File: src/rtl/uart_pkg.sv
// Shared UART definitions: conf field positions, receiver states and the baud divider.
// The transmitter uses the same package, so both ends agree on the conf layout.
package uart_pkg;

  localparam int CONF_BAUD_MSB = 7;
  localparam int CONF_BAUD_LSB = 5;
  localparam int CONF_PAR_EN   = 1;
  localparam int CONF_PAR_ODD  = 0;

  typedef enum logic [2:0] {
    ST_IDLE, ST_START, ST_DATA, ST_PARITY, ST_STOP, ST_BREAK
  } rx_state_t;

  typedef struct packed {
    logic       frame_err;
    logic       parity_err;
    logic [7:0] data;
  } rx_frame_t;

  // Clocks per bit minus one; the bit counter runs 0..limit.
  function automatic logic [31:0] baud_limit(input int unsigned freq, input logic [2:0] sel);
    int unsigned baud;
    case (sel)
      3'd0:    baud = 1200;
      3'd1:    baud = 2400;
      3'd2:    baud = 4800;
      3'd3:    baud = 9600;
      3'd4:    baud = 19200;
      3'd5:    baud = 38400;
      3'd6:    baud = 57600;
      default: baud = 115200;
    endcase
    return freq / baud - 1;
  endfunction

endpackage

File: src/rtl/uart_sync2.sv
// Two-flop synchronizer for the serial line; resets to the idle (high) level.
module uart_sync2 (
  input  logic clock,
  input  logic reset,
  input  logic d,
  output logic q
);

  logic meta;

  always_ff @(posedge clock) begin
    if (!reset) {q, meta} <= 2'b11;
    else        {q, meta} <= {meta, d};
  end

endmodule

File: src/rtl/uart_rx.sv
// UART receiver: start/8 data/optional parity/stop, mid-bit sampling,
// single-entry valid/ready output with a sticky overrun flag.
module uart_rx
  import uart_pkg::*;
#(
  parameter int FREQ            = 50000000,
  parameter int CONFIG_WIDTH    = 8,
  parameter int UART_DATA_WIDTH = 8
) (
  input  logic                    clock,
  input  logic                    reset,
  input  logic                    rx,
  output logic [7:0]              dout,
  output logic                    dout_valid,
  input  logic                    dout_ready,
  output logic                    parity_err,
  output logic                    frame_err,
  output logic                    overrun,
  input  logic [CONFIG_WIDTH-1:0] conf
);

  localparam int BCW = $clog2(UART_DATA_WIDTH);

  rx_state_t                   st, st_nxt;
  logic                        rx_s;
  logic [CONFIG_WIDTH-1:0]     rx_conf;
  logic [31:0]                 baud_cnt, lim, half;
  logic [7:0][31:0]            lim_tab;
  logic [BCW-1:0]              bit_cnt;
  logic [UART_DATA_WIDTH-1:0]  shreg;
  logic                        par_bad, stop_bad, done_q;
  logic                        cnt_clr, cnt_tick, enter_data, smp, par_smp, done;
  logic                        hs, unused_conf;
  rx_frame_t                   frm, out_q;

  uart_sync2 u_sync (.clock(clock), .reset(reset), .d(rx), .q(rx_s));

  for (genvar g = 0; g < 8; g++) begin : g_lim
    assign lim_tab[g] = baud_limit(FREQ, 3'(g));
  end

  assign lim         = lim_tab[rx_conf[CONF_BAUD_MSB:CONF_BAUD_LSB]];
  assign half        = lim >> 1;
  assign cnt_tick    = (baud_cnt == lim);
  assign unused_conf = ^rx_conf;

  always_ff @(posedge clock) begin
    if (!reset) st <= ST_IDLE;
    else        st <= st_nxt;
  end

  always_comb begin
    st_nxt     = st;
    cnt_clr    = 1'b0;
    enter_data = 1'b0;
    smp        = 1'b0;
    par_smp    = 1'b0;
    done       = 1'b0;
    case (st)
      ST_IDLE: begin
        cnt_clr = 1'b1;
        if (!rx_s) st_nxt = ST_START;
      end
      // A start bit that is high again at mid-bit is a glitch.
      ST_START: if (baud_cnt == half) begin
        cnt_clr = 1'b1;
        if (rx_s) st_nxt = ST_IDLE;
        else begin
          st_nxt     = ST_DATA;
          enter_data = 1'b1;
        end
      end
      ST_DATA: if (cnt_tick) begin
        smp = 1'b1;
        if (bit_cnt == BCW'(UART_DATA_WIDTH - 1))
          st_nxt = rx_conf[CONF_PAR_EN] ? ST_PARITY : ST_STOP;
      end
      ST_PARITY: if (cnt_tick) begin
        par_smp = 1'b1;
        st_nxt  = ST_STOP;
      end
      ST_STOP: if (cnt_tick) begin
        done   = 1'b1;
        st_nxt = rx_s ? ST_IDLE : ST_BREAK;
      end
      // Held-low line must return high before a new start bit is accepted.
      ST_BREAK: begin
        cnt_clr = 1'b1;
        if (rx_s) st_nxt = ST_IDLE;
      end
      default: st_nxt = ST_IDLE;
    endcase
  end

  always_ff @(posedge clock) begin
    if (!reset) begin
      rx_conf  <= '0;
      baud_cnt <= '0;
      bit_cnt  <= '0;
      shreg    <= '0;
      par_bad  <= 1'b0;
      stop_bad <= 1'b0;
      done_q   <= 1'b0;
    end else begin
      if (st == ST_IDLE) rx_conf <= conf;
      baud_cnt <= (cnt_clr || cnt_tick) ? '0 : baud_cnt + 32'd1;
      if (enter_data) begin
        bit_cnt <= '0;
        par_bad <= 1'b0;
      end
      if (smp) begin
        shreg[bit_cnt] <= rx_s;
        bit_cnt        <= bit_cnt + BCW'(1);
      end
      if (par_smp) par_bad <= rx_s ^ (^shreg) ^ rx_conf[CONF_PAR_ODD];
      if (done)    stop_bad <= ~rx_s;
      done_q <= done;
    end
  end

  assign frm = '{frame_err: stop_bad, parity_err: par_bad, data: shreg};
  assign hs  = dout_valid & dout_ready;

  // A frame landing in the same cycle as a handshake replaces the old one.
  always_ff @(posedge clock) begin
    if (!reset) begin
      out_q      <= '0;
      dout_valid <= 1'b0;
      overrun    <= 1'b0;
    end else begin
      if (done_q && (!dout_valid || dout_ready)) begin
        out_q      <= frm;
        dout_valid <= 1'b1;
      end else if (hs) begin
        dout_valid <= 1'b0;
      end
      if (done_q && dout_valid && !dout_ready) overrun <= 1'b1;
      else if (hs)                             overrun <= 1'b0;
    end
  end

  assign dout       = out_q.data;
  assign parity_err = out_q.parity_err;
  assign frame_err  = out_q.frame_err;

endmodule

File: config.mk
export PLATFORM = sky130hd
export DESIGN_NAME = uart_rx
export DESIGN_NICKNAME = d
export VERILOG_FILES = /design/src/rtl/uart_pkg.sv /design/src/rtl/uart_sync2.sv /design/src/rtl/uart_rx.sv
export SDC_FILE = /design/constraint.sdc
export NUM_CORES = 1
export LEC_CHECK = 0
export ABC_CLOCK_PERIOD_IN_PS = 2100
export BUFFER_PORTS_ARGS = -buffer_cell sky130_fd_sc_hd__buf_4
export CORE_MARGIN = 5
export CORE_UTILIZATION = 54
export CTS_CLUSTER_SIZE = 40
export DETAILED_ROUTE_END_ITERATION = 8
export PLACE_DENSITY = 0.76
export SETUP_SLACK_MARGIN = 0.02
export SLEW_MARGIN = 25
export SYNTH_ARGS = -nofsm -noshare
export SYNTH_HDL_FRONTEND = slang
export SYNTH_HIERARCHICAL = 1
export SYNTH_SLANG_ARGS = --single-unit
File: constraint.sdc
create_clock -name clock -period 2.1 [get_ports clock]
set_clock_uncertainty 0.2 [all_clocks]
set_input_delay 0.42 -clock clock [delete_from_list [all_inputs] [get_ports clock]]
set_output_delay 0.42 -clock clock [all_outputs]
set_load 0.05 [all_outputs]
* Word-level counts from Yosys, hierarchy flattened
Memory sizes are Yosys's and may differ from the RTL's. A register that Yosys moved wholly into a read port is not among the register bits. Cells that the tools add are included.
Storage, ports and cells: register bits 71, ROM bits 256, input port bits 12, output and inout port bits 12, logic and storage cells 91, memories 1
Memories:
- (no name shown) | words 8, bits a word 32, read ports 1, clocked after Yosys merged registers in 1, wr ports 0, line uart_rx.sv:42 | assign lim = lim_tab[rx_conf[CONF_BAUD_MSB:CONF_BAUD_LSB]];
Operators by class: add/sub/neg operators 2, magnitude comparators 3, equality and inequality tests 15, muxes and demuxes 33, bitwise logic cells 5, reduce and logical (&&, ||, !) cells 17
Operators with widths (count):
- 2-to-1 mux 3 bit | 13
- adder 32 x 1 -> 32 bit (second input constant) | 1
- == test 32 x 31 -> 1 bit | 1
- == test 32 bit | 1
- 2-to-1 mux 32 bit | 1
- case mux 3 bit (6 select lines) | 1
- 2-to-1 mux 1 bit | 14
- inequality test 2 bit (second input constant) | 6
- == test 3 bit (second input constant) | 3
- bitwise mux 8 bit | 1
- less-than comparator 3 x 4 -> 1 bit (second input constant) | 2
- nonzero test 2 bit | 4
- XOR reduction 8 bit | 1
- AND reduction 7 bit | 1
- == test 3 x 2 -> 1 bit (second input constant) | 2
- logical AND 1 bit | 4
- OR reduction 2 bit | 2
- adder 3 x 1 -> 3 bit (second input constant) | 1
- demux 1 bit (select 3 bit) | 1
- == test 3 x 1 -> 1 bit (second input constant) | 1
- greater-or-equal comparator 3 x 1 -> 1 bit (second input constant) | 1
- zero test 3 bit | 1
- zero test 1 bit | 2
- logical OR 1 bit | 2
- 6 further kinds | 8

* Depth between registers and ports, before layout
Gate-level depths: netlist of run 1.
depth in word-level cells 7, gate-level depth with buffers 9, mapped depth without buffers 8

* Cells and area by module
The synthesis of run 1 kept the hierarchy.
Modules (own cells, without submodules):
- uart_rx | instances 1, cells each 434, area an instance 3881.2 µm², sequential area each 1621.6 µm²
- uart_sync2 | instances 1, cells each 4, area an instance 52.6 µm², sequential area each 40.0 µm²

* Worst setup path after synthesis of run 1
Ideal clock, no wire load.
path kind register to register, from register st[2], to register, netlist name lim[7], library setup time 118 ps, arrival 1827 ps, required time 1782 ps, slack -45 ps, stages on the path, launching flop included 9, buffers on the path 1, period minus slack after synthesis 2145 ps, cell sequence dfxtp_1 clkbuf_1 nor3_2 mux2i_1 nand2b_1 inv_1 ha_1 nor2_1 nor2_1
RTL lines:
- from (decl) | line uart_rx.sv:24 | rx_state_t st, st_nxt;
- from (signal assigned) | line uart_rx.sv:49 | else st <= st_nxt;

* Worst setup path after layout of run 1
from register baud_cnt[10], to register bit_cnt[0]
On the way: cells in the longest elaborated chain, start to end 4, elaborated cells between the ends (all ways) 8, classes of those cells eq/ne (2); mux (5); reduce/logical (1)
Ends and longest elaborated chain:
- from (decl) | line uart_rx.sv:27 | logic [31:0] baud_cnt, lim, half;
- from (signal assigned) | line uart_rx.sv:106 | baud_cnt <= (cnt_clr || cnt_tick) ? '0 : baud_cnt + 32'd1;
- == test 32 bit / == test 32 x 31 -> 1 bit (equally long branches) | line uart_rx.sv:44, uart_rx.sv:65
- 2-to-1 mux 1 bit (on tied branches) | line uart_rx.sv:73, uart_rx.sv:65
- 2-to-1 mux 1 bit | line uart_rx.sv:59 | case (st)
- 2-to-1 mux 3 bit / nonzero test 2 bit (equally long branches)
- to (signal assigned) | line uart_rx.sv:113 | bit_cnt <= bit_cnt + BCW'(1);
- to (decl) | line uart_rx.sv:29 | logic [BCW-1:0] bit_cnt;
Parallel ways exist; a longest one is shown, timed or not. A chain may end at the register's enable or synchronous reset.

==> summary.md, run 1 <==
| Metric | Value |
|---|---|
| Vias per cell | 5.231 |
| Die Wd | 95.35 um |
| Vias in the first global route | 3,113 |
| Gpl congestion | 0.8518 |
| Num rows | 31 |
| Hold Fails Final Rpt | 0 |
| Outcome | complete, but fails checks |
| Largest net degree at the start of global routing | 19 |
| Synth Area per Inst | 8.981 um^2 |
| Hold Path Class | in2reg |
| Leakage power | 2.251 nW |
| Number of enable flip-flop cells after synthesis | 0 |
| Clock sink count | 83 |
| Grt peak-use layer | met2 |
| Post-Syn Area | 3934 um^2 |
| Number of max-cap violations | 0 |
| Clock root buffer | clkbuf_8 |
| Antenna diodes | 0 |
| CP Launch Point | baud_cnt[10] |
| Area leader, netlist | dfxtp_1 |
| Total track usage | 20.16% |
| Met2 GRT Util | 33.12% |
| Ports | 24 |
| Post-route ant nets | 0 |
| Worst-path clk slew | 90 ps |
| Sequential-to-total area share from yosys stat | 42.24% |
| Drt wl/cell | 14.79 um |
| Most frequent cell after synthesis | dfxtp_1 |
| Final critical-path share of the clock period | 103.6% |
| Slew of the pin with the lowest slew margin | 359.0 ps |
| Initial DRC count | 146 |
| Drt drc | 0 |
| Final setup fails | 8 |
| Post-synth top cells | 83 x dfxtp_1, 66 x nor2_1, 51 x xor2_1 |
| CP Cell Sequence | or3_4, a211oi_2, nand3_2, or4_4, and3b_1, o21a_1 |
| CTS max path bufs | 2 |
| Area grow syn2layout | 28.56% |
| Setup_tns | -238.8 ps |
| Worst min-delay path startpoint | dout_ready |
| Power, Total | 0.004552 W |
| Overflow after GRT | 0 |
| Worst path arrival time | 2240 ps |
| Met1 usage | 23.89% |
| Cell Pwr Density | 900.2 nW/um^2 |
| CP endpoint kind | flip-flop |
| Unrepaired setup endpoints after global routing | true |
| HPWL Detailed | 5.758 mm |
| Layout cells sized above 1 | 29.65% |
| Top cell type's share of synthesized area | 42.24% |
| H-Tree Depth | 3 |
| Netlist cell types | 49 |
| Port buffer count | 20 |
| Initial Utilization | 54.82% |
| Final wirelength | 9.093 mm |
| Asr flop ratio synth | 0% |
| Mapped Nets | 459 |
| Crit Path Class | reg2reg |
| Initial antenna violation count | 0 |
| # nets final | 532 |
| #FFs+latches synth | 83 |
| Post-synth top flop | dfxtp_1 |
| Maximum vdd drop | 0.0007328 V |
| Worst-skew pair later-pin latency | 370 ps |
| Tmin final | 2176 ps |
| Setup ws final | -75.97 ps |
| Core area | 7176 um^2 |
| Worst Path Required | 2160 ps |
| Hold Buf Count CTS | 0 |
| Fmax | 0.4596 GHz |
| Post-Syn Instances | 438 |
| Synth top area cells | dfxtp_1 42%, xor2_1 11%, nor2_1 6.3% |
| Yosys warnings | 6 |
| Worst path slowest cell | or4_4 |
| Core Util, Final | 70.48% |
| CTS tree | yes |
| Total CTS buffers | 9 |
| Worst setup SP type | flip-flop |
| Failing checks | negative setup slack |
| DIE HEIGHT | 95.35 um |
| Slew margin rel. | 75.89% |
| DRT Pass-1 Iters | 5 |
| Via count | 3,217 |
| Die area | 9092 um^2 |
| Place WS | -176.4 ps |
| CP Max Fanout | 2 |
| Global-route wire length before repair | 14.06 mm |
| Largest stage delay on the critical path | 440 ps |
| Met3 usage | 5.367% |
| Worst reg2reg path startpoint | baud_cnt[10] |
| Slew Viols, Final | 0 |
through the flow:
| step | hold WS (ps) | instances | area, um^2 |
|---|---|---|---|
| finish | 40.31 | 615 | 5057 |
| global route | 41.57 | 615 | 5057 |
| CTS | 26.53 | 612 | 4876 |
| detailed placement | 201.0 | 588 | 4503 |
| global placement | 190.6 | 588 | 4503 |
| floorplan | 186.3 | 438 | 3943 |
cells by family after synthesis:
family          synth area share, %
flops                         42.24
simple gates                  25.26
mux                           5.598
fa+ha+maj                     2.863
xor+xnor                      15.36
buf+inv                       4.294
compound gates                4.389
sequential cells by signal (all words and copies together), names as in the netlist:
| register | cells |
|---|---|
| bit_cnt | 3 |
| dout_valid | 1 |
| st | 3 |
| baud_cnt | 32 |
| done_q | 1 |
| par_bad | 1 |
| rx_conf | 5 |
| overrun | 1 |
| parity_err | 1 |
| u_sync/meta | 1 |
| stop_bad | 1 |
| dout | 8 |
| lim | 15 |
| u_sync/q | 1 |
| shreg | 8 |
| frame_err | 1 |
per-layer routing:
metal  vias to the layer above  share of wire (%)
li1                       1593                  -
met1                      1551                 44
met2                        56                 51
met3                        17                3.1
met4                         0                2.2
met5                         -                  0
repair_timing:
item / CTS / global route
pin swaps: 12 / 12
gates cloned: 1 / 2
endpoints found under the setup margin: 49 / 49
setup buffers: 7 / 1
resized for setup: 23 / 29
area by class of cell:
| class | count | area, um^2 |
|---|---|---|
| multi-input combinational | 320 | 2270 |
| sequential | 83 | 1692 |
| timing repair buffer | 83 | 721.9 |
| fill | 503 | 2118 |
| inverter | 14 | 52.55 |
| clock inverter | 7 | 73.82 |
| tap | 99 | 123.9 |
| clock buffer | 9 | 123.9 |
worst max-delay path, delay by kind of cell, from the launching register on:
family / cells / cell delay [ps]
simple gates: 4 / 1140
compound gates: 2 / 400
flops: 1 / 330
layout by cell type (no fill, tap or decap), types with 4 or more instances in the layout:
master,synthesis,final
buf_4,0,73
nor2_1,66,65
dfxtp_1,83,65
xor2_1,51,48
nand2_1,40,40
mux2i_1,22,22
xnor2_1,18,18
nand3_1,16,15
dfxtp_2,0,15
inv_1,14,14
a21oi_1,10,10
nand4_1,9,9
ha_1,9,9
clkbuf_8,2,9
nand2b_1,8,8
nor4_2,3,8
and3_1,7,6
nor2b_1,6,6
buf_6,1,5
o21ai_1,5,4
nor4_4,1,4
and2_1,4,4
nand3b_1,4,4
power breakdown:
part	internal (W)	switching, W	leakage (nW)
Clock	0.000555	0.000598	0.100
Combinational	0.000745	0.000760	1.47
Sequential	0.00174	0.000152	0.684
worst paths after layout:
| path | depth (start not counted) | slack [ps] | endpoint |
|---|---|---|---|
| max | 6 | -80 | bit_cnt[0] |
| min | 2 | 40 | overrun |
| max reg2reg | 6 | -80 | bit_cnt[0] |
| min reg2reg | 1 | 220 | u_sync/q |
Power figures use the tool's default switching activity.
==> run 2, diff against run 1 <==
- ABC_AREA: unset -> 1
- CORE_UTILIZATION: 54 -> 55
- PLACE_DENSITY: 0.76 -> 0.77
- SYNTH_HIERARCHICAL: 1 -> unset
==> run 2 against run 1 <==
- the flow now finishes without violations
- register-to-register slack improved by 160 ps
- combinational power decreased by 21%
- sequential share of layout area increased by 0.50 points
- sequential power increased by 3%
- area after synthesis increased by 9.4%
- clock power about the same
- utilization decreased by 6.2 points
- largest power group unchanged
==> summary.md, run 2 <==
| Metric | Value |
|---|---|
| Outcome | completed |
| Crit Path Class | reg2reg |
| CTS max path bufs | 2 (unchanged) |
| Asr flop ratio synth | 0% (unchanged) |
| Final setup fails | 0 (-8) |
| Largest family of logic cells by synthesized area | simple AND/OR/NAND/NOR gates |
| H-Tree Depth | 3 (unchanged) |
| Hold Path Class | in2reg |
| Maximum vdd drop | 0.0006869 V (-6.3%) |
| Setup_tns | 0 ps (+238.8 ps) |
| Via count | 3,892 (+21%) |
| Worst min-delay path startpoint | rx |
| Post-synth top cells | 177 x nand2_1, 108 x nor2_1, 83 x dfxtp_1 |
| Post-synthesis xor/xnor area fraction | 6.719% (-8.6 points) |
| Post-Syn Instances | 637 (+45%) |
| Fmax | 0.4961 GHz (+8.0%) |
| Slew of the pin with the lowest slew margin | 472.7 ps (+113.7 ps) |
| Gpl congestion | 0.9344 (+9.7%) |
| Worst-skew pair later-pin latency | 350 ps (-20 ps) |
| Final critical-path share of the clock period | 95.98% (-7.6 points) |
| Ports | 24 (unchanged) |
| Biggest register | baud_cnt |
| Die area | 9689 um^2 (+6.6%) |
| Synth Area per Inst | 6.753 um^2 (-25%) |
| Unrepaired setup endpoints after global routing | true |
| Num rows | 32 (+3.2%) |
| Area grow syn2layout | 14.89% |
| Commonest non-fill, non-tap cells in the layout | 176 x nand2_1, 106 x nor2_1, 73 x inv_1 |
| Global-route wire length before repair | 15.69 mm (+12%) |
| Vias per cell | 4.964 (-5.1%) |
| Leakage power | 2.118 nW (-5.9%) |
| Hold Fails Final Rpt | 0 (unchanged) |
| Port buffer count | 20 (unchanged) |
| # nets final | 699 (+31%) |
| Hold Buf Count CTS | 0 (unchanged) |
| Met1 usage | 24.77% (+0.88 points) |
| Initial DRC count | 179 (+23%) |
| Clock root buffer | clkbuf_8 |
| Final wirelength | 8.999 mm (-1.0%) |
| Number of enable flip-flop cells after synthesis | 0 (unchanged) |
| DIE HEIGHT | 98.44 um (+3.2%) |
| Initial Utilization | 55.96% (+1.1 points) |
| Most repeated library cell on the critical path | nand3_4 |
| Synthesized-area fraction occupied by adder cells | 2.618% (-0.24 points) |
| Met2 GRT Util | 32.24% (-0.88 points) |
| Vias in the first global route | 3,652 (+17%) |
| Overflow after GRT | 0 (unchanged) |
| Sequential-to-total area share from yosys stat | 38.63% (-3.6 points) |
| Drt drc | 0 (unchanged) |
| Clock sink count | 83 (unchanged) |
| Core Util, Final | 64.29% (-6.2 points) |
| Cell area after layout | 4942 um^2 (-2.3%) |
| Power, Total | 0.004269 W (-6.2%) |
| Worst path slowest cell | dfxtp_2 |
| Top cell type's share of synthesized area | 38.63% (-3.6 points) |
| Buf+Inv Stages, Crit Path | 1 (+1) |
| Cell family contributing the most delay on the critical path | simple AND/OR/NAND/NOR gates |
| Post-route ant nets | 0 (unchanged) |
| Worst-path clk slew | 80 ps (about the same) |
| Most frequent cell after synthesis | nand2_1 |
| CP Launch Point | baud_cnt[1] |
| Largest stage delay on the critical path | 330 ps (-110 ps) |
| Drt wl/cell | 11.48 um (-22%) |
| Antenna diodes | 0 (unchanged) |
| Tmin final | 2016 ps (-160.4 ps) |
| DRT Pass-1 Iters | 4 (-1) |
| Post-synthesis mux area share | 0% (-5.6 points) |
| CP Max Fanout | 3 (+1) |
| Initial antenna violation count | 0 (unchanged) |
| Most common cell after layout, fill and taps aside | nand2_1 |
| Compound-cell area share of the yosys netlist | 6.428% (+2.0 points) |
| Total CTS buffers | 9 (unchanged) |
| CP endpoint kind | flip-flop |
| CP Cell Sequence | ha_2, nand3_4, nor2_4, nand3_4, nor3_4, buf_6, nand4_1, or2_0, a21oi_1 |
| Slew margin rel. | 68.24% (-7.6 points) |
| Max FFs per register | 32 (unchanged) |
| Worst reg2reg path startpoint | baud_cnt[1] |
| CTS tree | yes |
| Met3 usage | 4.388% (-0.98 points) |
| Post-Synth Simple-Gate Area | 36.53% (+11 points) |
| Core area | 7687 um^2 (+7.1%) |
| Synth top area cells | dfxtp_1 39%, nand2_1 15%, nor2_1 9.4% |
| Fillers | 694 (+38%) |
| Number of max-cap violations | 0 (unchanged) |
| Worst setup SP type | flip-flop |
| Mapped Nets | 658 (+43%) |
| Grt peak-use layer | met2 |
| Cell Pwr Density | 863.9 nW/um^2 (-4.0%) |
| Slew Viols, Final | 0 (unchanged) |
| Worst Path Required | 2180 ps (+20 ps) |
| Layout cells sized above 1 | 15.10% (-15 points) |
| Worst path arrival time | 2100 ps (-140 ps) |
| Post-synth top flop | dfxtp_1 |
| Netlist cell types | 36 (-27%) |
| Post-Syn Area | 4302 um^2 (+9.4%) |
| Area leader, netlist | dfxtp_1 |
| #FFs+latches synth | 83 (unchanged) |
| Yosys warnings | 0 (-6) |
| Die Wd | 98.44 um (+3.2%) |
| Post-Place Cell Area | 4639 um^2 (+3.0%) |
| Total track usage | 19.40% (-0.76 points) |
| HPWL Detailed | 6.805 mm (+18%) |
| Largest net degree at the start of global routing | 30 (+11) |
==> run 2: per-stage QoR <==
| stage | setup slack (ps) | instances | hold WS [ps] |
|---|---|---|---|
| final | 84.39 | 784 | 52.98 |
| after global routing | -28.99 | 784 | 47.31 |
| after CTS | 38.11 | 775 | 43.97 |
| after detailed placement | 58.53 | 760 | 197.6 |
| after global placement | 114.1 | 760 | 197.1 |
| after floorplan | 119.9 | 637 | 192.5 |
==> run 2: final timing paths <==
| path | endpoint | slack, ps | depth (start not counted) |
|---|---|---|---|
| setup reg to reg | baud_cnt[30] | 80 | 9 |
| hold / removal | u_sync.meta | 50 | 2 |
| hold reg to reg | u_sync.q | 220 | 1 |
| setup / recovery | baud_cnt[30] | 80 | 9 |
==> run 2: layer usage <==
metal / up-vias / share of wire (%) / wire length (um)
met5: - / 0 / 0
met3: 19 / 3.1 / 277
li1: 2063 / - / -
met2: 54 / 47 / 4204
met4: 0 / 2.0 / 176
met1: 1756 / 48 / 4341
==> run 2: power breakdown <==
group          internal [W]  switching (W)  total [W]  leakage, nW
logic              0.000469       0.000722    0.00119         1.34
clock network      0.000576       0.000559    0.00114       0.0954
registers           0.00177       0.000170    0.00194        0.682
total               0.00282        0.00145    0.00427         2.12
==> run 2: logic make-up (layout without fill, tap and decap cells) <==
family / after synthesis / after routing
and+or+nand+nor: 362 / 362
buffers and inverters: 96 / 141
DFF: 83 / 83
AOI/OAI and AO/OA: 54 / 54
xor gates and xnor gates: 33 / 33
adders and majority gates: 9 / 9
==> run 2: layout make-up <==
cell class                 instances  area (um^2)  share of cell area (%)
tap                              102        127.6                   2.582
timing repair buffer              44        359.1                   7.266
inverter                          82        307.8                   6.228
clock inverter                     4        51.30                   1.038
clock buffer                      11        141.4                   2.861
multi-input combinational        458         2277                   46.08
sequential                        83         1678                   33.95
==> run 2: what timing repair did <==
action,4_1_cts,5_1_grt
endpoints found under the setup margin,0,50
setup buffers,0,9
resized for setup,0,22
==> run 3, diff against run 2 <==
- CELL_PAD_IN_SITES_DETAIL_PLACEMENT: unset -> 0
- CELL_PAD_IN_SITES_GLOBAL_PLACEMENT: unset -> 1
- CORE_UTILIZATION: 55 -> 40
==> run 3 against run 2 <==
- first-iteration DRC count fell by 26%
- maximum frequency rose by 5.0%
- clock-buffer cell count fell by 1
- largest power group unchanged
- highest routed layer unchanged
==> summary.md, run 3 (same netlist as run 2, synthesis figures left out) <==
| Metric | Value |
|---|---|
| Outcome | completed |
| Cell area after layout | 5036 um^2 (+1.9%) |
| Worst Path Required | 2200 ps (+20 ps) |
| Initial Utilization | 41.30% (-15 points) |
| Slew Viols, Final | 0 (unchanged) |
| Fmax | 0.5211 GHz (+5.0%) |
| Number of max-cap violations | 0 (unchanged) |
| Initial antenna violation count | 0 (unchanged) |
| Gpl congestion | 0.8520 (-8.8%) |
| Layout cells sized above 1 | 15.81% (+0.71 points) |
| Met3 usage | 3.342% (-1.0 points) |
| Worst-skew pair later-pin latency | 370 ps (+20 ps) |
| Total CTS buffers | 9 (unchanged) |
| Via count | 3,857 (-0.90%) |
| Final setup fails | 0 (unchanged) |
| DIE HEIGHT | 113.7 um (+16%) |
| Initial DRC count | 132 (-26%) |
| WHS Endpoint | overrun |
| Global-route wire length before repair | 16.95 mm (+8.0%) |
| HPWL Detailed | 7.358 mm (+8.1%) |
| Drt drc | 0 (unchanged) |
| Largest net degree at the start of global routing | 30 (unchanged) |
| Slew margin rel. | 74.91% (+6.7 points) |
| Post-Place Cell Area | 4727 um^2 (+1.9%) |
| Hold Path Class | in2reg |
| Met2 GRT Util | 24.58% (-7.7 points) |
| CTS tree | yes |
| Most common cell after layout, fill and taps aside | nand2_1 |
| Antenna diodes | 0 (unchanged) |
| Vias in the first global route | 3,663 (+0.30%) |
| Commonest non-fill, non-tap cells in the layout | 176 x nand2_1, 103 x nor2_1, 73 x dfxtp_1 |
| Leakage power | 2.134 nW (+0.74%) |
| Maximum vdd drop | 0.0005708 V (-17%) |
| Overflow after GRT | 0 (unchanged) |
| Hold Buf Count CTS | 0 (unchanged) |
| Setup_tns | 0 ps (unchanged) |
| Max FFs per register | 32 (unchanged) |
| Clock root buffer | clkbuf_8 |
| Worst reg2reg path startpoint | baud_cnt[1] |
| Ports | 24 (unchanged) |
| Final critical-path share of the clock period | 91.38% (-4.6 points) |
| Num rows | 37 (+16%) |
| # nets final | 700 (+0.14%) |
| Unrepaired setup endpoints after global routing | true |
| Worst-path clk slew | 80 ps (about the same) |
| Total track usage | 16.24% (-3.2 points) |
| Vias per cell | 4.709 (-5.1%) |
| CP endpoint kind | flip-flop |
| H-Tree Depth | 3 (unchanged) |
| Port buffer count | 20 (unchanged) |
| CTS max path bufs | 2 (unchanged) |
| FF-to-FF path depth | 10 (+1) |
| Grt peak-use layer | met2 |
| Final wirelength | 9.569 mm (+6.3%) |
| Area grow syn2layout | 17.07% |
| Worst min-delay path startpoint | dout_ready |
| Tmin final | 1919 ps (-96.62 ps) |
| Slew of the pin with the lowest slew margin | 376.4 ps (-96.31 ps) |
| Clock sink count | 83 (unchanged) |
| Hold path depth | 2 (unchanged) |
| Cell Pwr Density | 875.6 nW/um^2 (+1.4%) |
| Hold Fails Final Rpt | 0 (unchanged) |
| Worst path arrival time | 2020 ps (-80 ps) |
| Crit Path Class | reg2reg |
| Die area | 12,930 um^2 (+33%) |
| Post-route ant nets | 0 (unchanged) |
| DRT Pass-1 Iters | 4 (unchanged) |
| Met1 usage | 22.51% (-2.3 points) |
| Biggest register | baud_cnt |
| CP Max Fanout | 19 (+16) |
| Die Wd | 113.7 um (+16%) |
| Core area | 10,420 um^2 (+35%) |
| R2R Setup Slk | 180 ps (+100 ps) |
| Worst setup SP type | flip-flop |
| FF-to-FF End | shreg[4] |
| Power, Total | 0.004410 W (+3.3%) |
| Drt wl/cell | 11.68 um (+1.8%) |
==> run 3: cell count changes in the layout (fill, tap and decap cells not counted), sizes merged <==
cell	previous run	this run
bufinv	1	2
buf	44	45
clkinv	3	4
clkinvlp	1	0
clkbuf	11	10
==> run 3: per-stage QoR <==
stage / worst slack [ps] / std cells / hold WS, ps / util (%)
2_1_floorplan: 119.9 / 637 / 192.5 / -
3_3_place_gp: 77.60 / 800 / 202.5 / 45.38
3_5_place_dp: 18.58 / 800 / 203.0 / 45.38
4_1_cts: 33.24 / 818 / 13.72 / 47.74
5_1_grt: -4.802 / 819 / 23.39 / 48.35
6_report: 181.0 / 819 / 33.69 / 48.35
==> run 3: layout make-up <==
type                    count  area [um^2]
flip-flops and latches     83         1674
clock inverters             5        78.83
clock buffers              10        127.6
multi-input cells         458         2315
inverters                  82        307.8
well taps                 136        170.2
fillers                  1083         5380
repair buffers             45        362.8
==> run 3: worst max path at each step <==
stage | startpoint | end | slack (ps)
3_5_place_dp | baud_cnt[0] | baud_cnt[26] | 20
4_1_cts | baud_cnt[3] | baud_cnt[26] | 30
5_1_grt | baud_cnt[1] | baud_cnt[28] | -5
2_1_floorplan | reset | lim[5] | 120
6_report | baud_cnt[1] | shreg[4] | 180
3_3_place_gp | baud_cnt[0] | baud_cnt[28] | 80
==> run 3: power by group <==
| part | switching (W) | internal [W] |
|---|---|---|
| Combinational | 0.000741 | 0.000472 |
| Sequential | 0.000180 | 0.00177 |
| Clock | 0.000581 | 0.000661 |
| Total | 0.00150 | 0.00291 |
==> run 3: metal layers <==
| layer | share of wire (%) | vias to the layer above |
|---|---|---|
| met4 | 2.1 | 0 |
| met3 | 2.5 | 17 |
| met5 | 0 | - |
| met1 | 52 | 1752 |
| met2 | 44 | 36 |
| li1 | - | 2052 |
==> run 3: what timing repair did <==
action / 4_1_cts / 5_1_grt
pin swaps: 5 / 7
cloned: 0 / 0
setup buffers: 3 / 1
resized for setup: 5 / 22
endpoints found under the setup margin: 1 / 51
==> run 3: critical path, stage by stage, from the launching register on <==
cell and delay [ps]:
dfxtp_2 340, buf_4 150, xor2_1 160, nor2_1 130, nand2_1 80, nor2_2 140, nand3_2 150, nor2_4 140
buf_12 150, nand3_1 80, a21oi_1 140
